==> src/rtl/uart_rx_if.sv <==
// Receive-side bundle of the 8N1 UART: the serial pin plus the recovered byte and its status strobes.
// master is the receiver; slave is whatever drives the line and consumes the bytes.
interface uart_rx_if;
    logic       uart_rx;
    logic [7:0] uart_rx_data;
    logic       uart_rx_done;
    logic       uart_rx_busy;
    logic       uart_rx_frame_err;

    modport master (
        input  uart_rx,
        output uart_rx_data,
        output uart_rx_done,
        output uart_rx_busy,
        output uart_rx_frame_err
    );

    modport slave (
        output uart_rx,
        input  uart_rx_data,
        input  uart_rx_done,
        input  uart_rx_busy,
        input  uart_rx_frame_err
    );
endinterface

==> src/rtl/uart_rx.sv <==
// 8N1 UART receiver: synchronises the serial pin, samples each bit once at mid-bit and
// presents the byte with a one-cycle done pulse, or a one-cycle frame_err pulse on a low stop bit.
module uart_rx #(
    parameter int CLK_FREQ = 50_000_000,
    parameter int BAUD     = 115200
) (
    input  logic      sysclk,
    input  logic      rstn,
    uart_rx_if.master rx_if
);
    localparam int CLKS_PER_BIT = CLK_FREQ / BAUD;
    localparam int CNT_W        = $clog2(CLKS_PER_BIT);
    localparam logic [CNT_W-1:0] HALF_M1 = CNT_W'(CLKS_PER_BIT / 2 - 1);
    localparam logic [CNT_W-1:0] FULL_M1 = CNT_W'(CLKS_PER_BIT - 1);

    typedef enum logic [1:0] {IDLE, START, DATA, STOP} state_t;

    state_t           state_reg, state_next;
    logic [CNT_W-1:0] cnt_reg, cnt_next;
    logic [2:0]       bit_idx_reg, bit_idx_next;
    logic [7:0]       shift_reg, shift_next;
    logic [7:0]       data_reg, data_next;
    logic             done_reg, done_next;
    logic             err_reg, err_next;
    logic             rx_meta_reg, rx_s_reg, rx_d_reg;
    logic             start_edge;

    // Synchroniser flops reset high so a released reset never looks like a falling edge.
    always_ff @(posedge sysclk or negedge rstn) begin
        if (!rstn) begin
            rx_meta_reg <= 1'b1;
            rx_s_reg    <= 1'b1;
            rx_d_reg    <= 1'b1;
        end else begin
            rx_meta_reg <= rx_if.uart_rx;
            rx_s_reg    <= rx_meta_reg;
            rx_d_reg    <= rx_s_reg;
        end
    end

    assign start_edge = rx_d_reg & ~rx_s_reg;

    always_ff @(posedge sysclk or negedge rstn) begin
        if (!rstn) begin
            state_reg   <= IDLE;
            cnt_reg     <= '0;
            bit_idx_reg <= '0;
            shift_reg   <= '0;
            data_reg    <= '0;
            done_reg    <= 1'b0;
            err_reg     <= 1'b0;
        end else begin
            state_reg   <= state_next;
            cnt_reg     <= cnt_next;
            bit_idx_reg <= bit_idx_next;
            shift_reg   <= shift_next;
            data_reg    <= data_next;
            done_reg    <= done_next;
            err_reg     <= err_next;
        end
    end

    always_comb begin
        state_next   = state_reg;
        cnt_next     = cnt_reg + CNT_W'(1);
        bit_idx_next = bit_idx_reg;
        shift_next   = shift_reg;
        data_next    = data_reg;
        done_next    = 1'b0;
        err_next     = 1'b0;
        case (state_reg)
            IDLE: begin
                cnt_next = '0;
                if (start_edge) state_next = START;
            end
            START: begin
                // A start bit that is high again at its midpoint was only a glitch.
                if (cnt_reg == HALF_M1) begin
                    cnt_next = '0;
                    if (rx_s_reg) begin
                        state_next = IDLE;
                    end else begin
                        state_next   = DATA;
                        bit_idx_next = '0;
                    end
                end
            end
            DATA: begin
                if (cnt_reg == FULL_M1) begin
                    shift_next[bit_idx_reg] = rx_s_reg;
                    cnt_next                = '0;
                    bit_idx_next            = bit_idx_reg + 3'd1;
                    if (bit_idx_reg == 3'd7) state_next = STOP;
                end
            end
            STOP: begin
                // Leaving at mid stop bit leaves half a bit to catch a back-to-back start edge.
                if (cnt_reg == FULL_M1) begin
                    cnt_next   = '0;
                    state_next = IDLE;
                    if (rx_s_reg) begin
                        data_next = shift_reg;
                        done_next = 1'b1;
                    end else begin
                        err_next = 1'b1;
                    end
                end
            end
            default: state_next = IDLE;
        endcase
    end

    assign rx_if.uart_rx_data      = data_reg;
    assign rx_if.uart_rx_done      = done_reg;
    assign rx_if.uart_rx_frame_err = err_reg;
    assign rx_if.uart_rx_busy      = (state_reg != IDLE);
endmodule

==> src/flat_wrapper.sv <==
// flat-port wrapper written by rule: the top's interface ports become plain ports
module uart_rx_flat 
#(
    parameter int CLK_FREQ = 50_000_000,
    parameter int BAUD     = 115200
)
  (sysclk, rstn, rx_if_uart_rx, rx_if_uart_rx_data, rx_if_uart_rx_done, rx_if_uart_rx_busy, rx_if_uart_rx_frame_err);
  uart_rx_if rx_if_i ();
  input  logic sysclk;
  input  logic rstn;
  input wire logic [$bits(rx_if_i.uart_rx)-1:0] rx_if_uart_rx;
  output wire logic [$bits(rx_if_i.uart_rx_data)-1:0] rx_if_uart_rx_data;
  output wire logic [$bits(rx_if_i.uart_rx_done)-1:0] rx_if_uart_rx_done;
  output wire logic [$bits(rx_if_i.uart_rx_busy)-1:0] rx_if_uart_rx_busy;
  output wire logic [$bits(rx_if_i.uart_rx_frame_err)-1:0] rx_if_uart_rx_frame_err;
  assign rx_if_i.uart_rx = rx_if_uart_rx;
  assign rx_if_uart_rx_data = rx_if_i.uart_rx_data;
  assign rx_if_uart_rx_done = rx_if_i.uart_rx_done;
  assign rx_if_uart_rx_busy = rx_if_i.uart_rx_busy;
  assign rx_if_uart_rx_frame_err = rx_if_i.uart_rx_frame_err;
  uart_rx #(.CLK_FREQ(CLK_FREQ), .BAUD(BAUD)) u_core (.sysclk(sysclk), .rstn(rstn), .rx_if(rx_if_i));
endmodule
==> config.mk <==
export PLATFORM = sky130hd
export DESIGN_NAME = uart_rx_flat
export DESIGN_NICKNAME = d
export VERILOG_FILES = /design/src/rtl/uart_rx_if.sv /design/src/rtl/uart_rx.sv /design/src/flat_wrapper.sv
export SDC_FILE = /design/constraint.sdc
export NUM_CORES = 1
export LEC_CHECK = 0
export BUFFER_PORTS_ARGS = -buffer_cell sky130_fd_sc_hd__buf_4
export CAP_MARGIN = 0
export CORE_MARGIN = 4
export CORE_UTILIZATION = 40
export CTS_BUF_LIST = sky130_fd_sc_hd__clkbuf_2
export CTS_CLUSTER_DIAMETER = 40
export CTS_CLUSTER_SIZE = 40
export DETAILED_ROUTE_END_ITERATION = 10
export GPL_ROUTABILITY_DRIVEN = 0
export MAX_ROUTING_LAYER = met4
export PLACE_DENSITY = 0.54
export SLEW_MARGIN = 20
export SYNTH_ARGS = -nofsm -noshare
export SYNTH_HDL_FRONTEND = slang
export SYNTH_SLANG_ARGS = --single-unit
==> constraint.sdc <==
create_clock -name sysclk -period 4 [get_ports sysclk]
set_input_delay 0.8 -clock sysclk [delete_from_list [all_inputs] [get_ports sysclk]]
set_output_delay 0.8 -clock sysclk [all_outputs]
set_load 0.1 [all_outputs]
==> run summary <==
Antenna violations before repair - 0
Clock buffer depth - 2
Power density over cell area - 462 nW/µm²
DRC violations left - 0
Antenna diode count - 0
Relative slew margins - 63.5%
Starting Density - 42.9%
Post-synth net total - 134
Peak VDD IR - 0.000385 V
M1 WL - 1320 µm
Largest net degree at the start of global routing - 36
CP max stage cell - dfrtp_1
Clock root cell - clkbuf_2
CTS tree - built
I/O Buffers - 13
Highest clock rate - 0.440 GHz
Die area - 5160 µm²
Drt pass-1 iters - 4
Ports - 14
R2R Path Start - u_core.cnt_reg[1]
Final setup viols - 0
Post-cts resize count - 0
Post-synth cell types - 32
Vias per cell - 5.21
Worst path cell trace - inv_1 -> nand2_1 -> buf_4
Post-DP HPWL - 1840 µm
Placed cells - 184
Met3 WL - 120 µm
Core area - 3800 µm²
Post-synthesis sequential area ratio - 54.0%
Final non-filler cell total - 192
CP Data Required Time - 3.20 ns
Post-DRT Antenna Nets - 0
Final count of pins violating max slew - 0
Slowest stage delay, CP - 0.51 ns
Grt ovf - 0
DR WL/cell - 13.8 µm
Unrepaired setup endpoints after global routing - no
Crit path capture type - primary output
Rows - 22
Top layer in use - met4
Data arrival time of the worst path - 1.47 ns
Worst-margin pin slew - 0.543 ns
Ys Warns - 0
Share of cells above drive strength 1 - 33.3%
Met2 routed WL - 1180 µm
Final Hold Fails - 0
Total wire length - 2650 µm
Global-route wire length before repair - 4670 µm
Max cap viols - 0
Mean cell area of the mapped netlist - 12.9 µm²
Cts bufs inserted - 5
Cell Area, Synth - 1630 µm²
Clk_skew - 0.0237 ns
Critical path class - flop to primary output
Post-CTS Setup Inserts - 0
Fin nets - 151
Starting DRT DRC Count - 57
Total GRT Usage - 12.1%
H-Tree Depth - 2
Hold WC Path Type - primary input to asynchronous set/reset pin
Final Critical Period - 2.27 ns
Final period utilization - 56.8%
Die Y - 71.8 µm
Worst Setup Start Kind - flop
Leakage - 0.892 nW
Die width - 71.8 µm
Post-Syn Instances - 126
Number of hold buffers added after CTS - 0
Outcome - complete, no violations
Crit-path max FO - 6
WHS - 0.329 ns
Clock sinks - 35
Vias in the first global route - 935
Yosys reg bits - 35
Via count - 1001
CTS clk-pin slew, worst paths - 0.19 ns
Filler Cell Count - 365
Max FFs per register - 9
Worst-Skew Late Latency - 0.38 ns
Area Growth Syn to Fin - 12.3%
CP startpoint - u_core.state_reg[0]
Setup_tns - 0 ns
cells in the mapped netlist:
cell | number | area, µm²
xor2_1 | 2 | 17.5
mux2_2 | 14 | 158
nor4_4 | 1 | 21.3
nand4bb_4 | 1 | 27.5
xnor2_1 | 5 | 43.8
nand3_1 | 5 | 25.0
a21oi_1 | 1 | 5.00
and4bb_2 | 2 | 25.0
ha_1 | 5 | 62.6
nand2_1 | 5 | 18.8
nand4b_1 | 4 | 35.0
nand3b_1 | 1 | 7.51
nand4b_4 | 1 | 23.8
nor4_1 | 2 | 12.5
nor2_1 | 17 | 63.8
nor3_1 | 1 | 5.00
buf_6 | 2 | 22.5
clkbuf_1 | 1 | 3.75
dfrtp_1 | 32 | 801
nand4bb_1 | 1 | 11.3
a21boi_2 | 1 | 11.3
nand4_1 | 2 | 12.5
o21ai_0 | 1 | 5.00
o211ai_1 | 2 | 15.0
a22o_2 | 2 | 20.0
inv_1 | 5 | 18.8
a32oi_1 | 1 | 8.76
or2_1 | 1 | 6.26
mux2_1 | 3 | 33.8
nor2_8 | 1 | 20.0
dfstp_2 | 3 | 78.8
or3b_2 | 1 | 8.76
cells by family (layout without fill, tap and decap cells):
family / count (synthesis) / count (layout) / share of synthesized area [%]
AOI/OAI and AO/OA: 8 / 8 / 3.99
xor gates and xnor gates: 7 / 7 / 3.76
adders and majority gates: 5 / 5 / 3.84
buffers and inverters: 8 / 26 / 2.76
DFF: 35 / 35 / 54.0
muxes: 17 / 17 / 11.8
and+or+nand+nor: 46 / 46 / 19.9
through the flow:
step | util, % | total power, mW | area [µm²] | worst slack (ns)
after floorplan | - | 0.579 | 1630 | 1.98
after global placement | 46.3 | 0.622 | 1760 | 2.08
after detailed placement | 46.3 | 0.628 | 1760 | 2.01
after CTS | 48.2 | 0.861 | 1830 | 1.69
after global routing | 48.2 | 0.907 | 1830 | 1.61
final | 48.2 | 0.846 | 1830 | 1.73
cell type report:
class	instances	area, µm²	share of cell area [%]
timing repair buffer	13	97.6	5.34
sequential	35	880	48.1
clock inverter	3	43.8	2.39
clock buffer	5	25.0	1.37
inverter	5	18.8	1.03
multi-input combinational	83	704	38.5
tap	48	60.1	3.28
cells in the final DEF (no fill, tap or decap):
master     netlist  layout
dfrtp_1         32      32
nor2_1          17      17
mux2_2          14      14
buf_4            0      13
inv_1            5       5
nand3_1          5       5
nand2_1          5       5
xnor2_1          5       5
ha_1             5       5
clkbuf_2         0       5
nand4b_1         4       4
mux2_1           3       3
dfstp_2          3       3
o211ai_1         2       2
xor2_1           2       2
nand4_1          2       2
nor4_1           2       2
and4bb_2         2       2
a22o_2           2       2
nand4b_4         1       1
nand4bb_4        1       1
or2_1            1       1
nand4bb_1        1       1
a21boi_2         1       1
nor2_8           1       1
nor4_4           1       1
nor3_1           1       1
a32oi_1          1       1
nand3b_1         1       1
a21oi_1          1       1
or3b_2           1       1
o21ai_0          1       1
bufinv_16        0       1
clkinv_4         0       1
clkinv_2         0       1
per-layer routing:
layer | vias to the layer above | track usage (%)
met4 | 0 | 4.38
met2 | 15 | 15.3
li1 | 481 | -
met5 | - | -
met3 | 4 | 4.63
met1 | 501 | 17.2
report_power, final:
group          switching (mW)  leakage [nW]  internal [mW]  total [mW]
Sequential             0.0551         0.467          0.390       0.445
Combinational           0.115         0.382         0.0605       0.175
Clock                   0.119        0.0429          0.106       0.225
path summary, 6_finish.rpt:
kind / to / slack, ns / cells after the start
hold / removal: asynchronous set/reset pin / 0.33 / 1
max in group asynchronous: u_core.rx_s_reg / 3.31 / 1
hold reg to reg: u_core.rx_s_reg / 0.37 / 0
setup / recovery: rx_if_uart_rx_busy / 1.73 / 3
setup reg to reg: u_core.shift_reg[1] / 1.99 / 6
min in group sysclk: u_core.rx_s_reg / 0.37 / 0
critical path, delay by kind of cell, from the launching register on:
kind | cells | cell delay (ns)
DFF | 1 | 0.51
buffers and inverters | 2 | 0.46
and+or+nand+nor | 1 | 0.14
(Power assumes the default switching activity.)
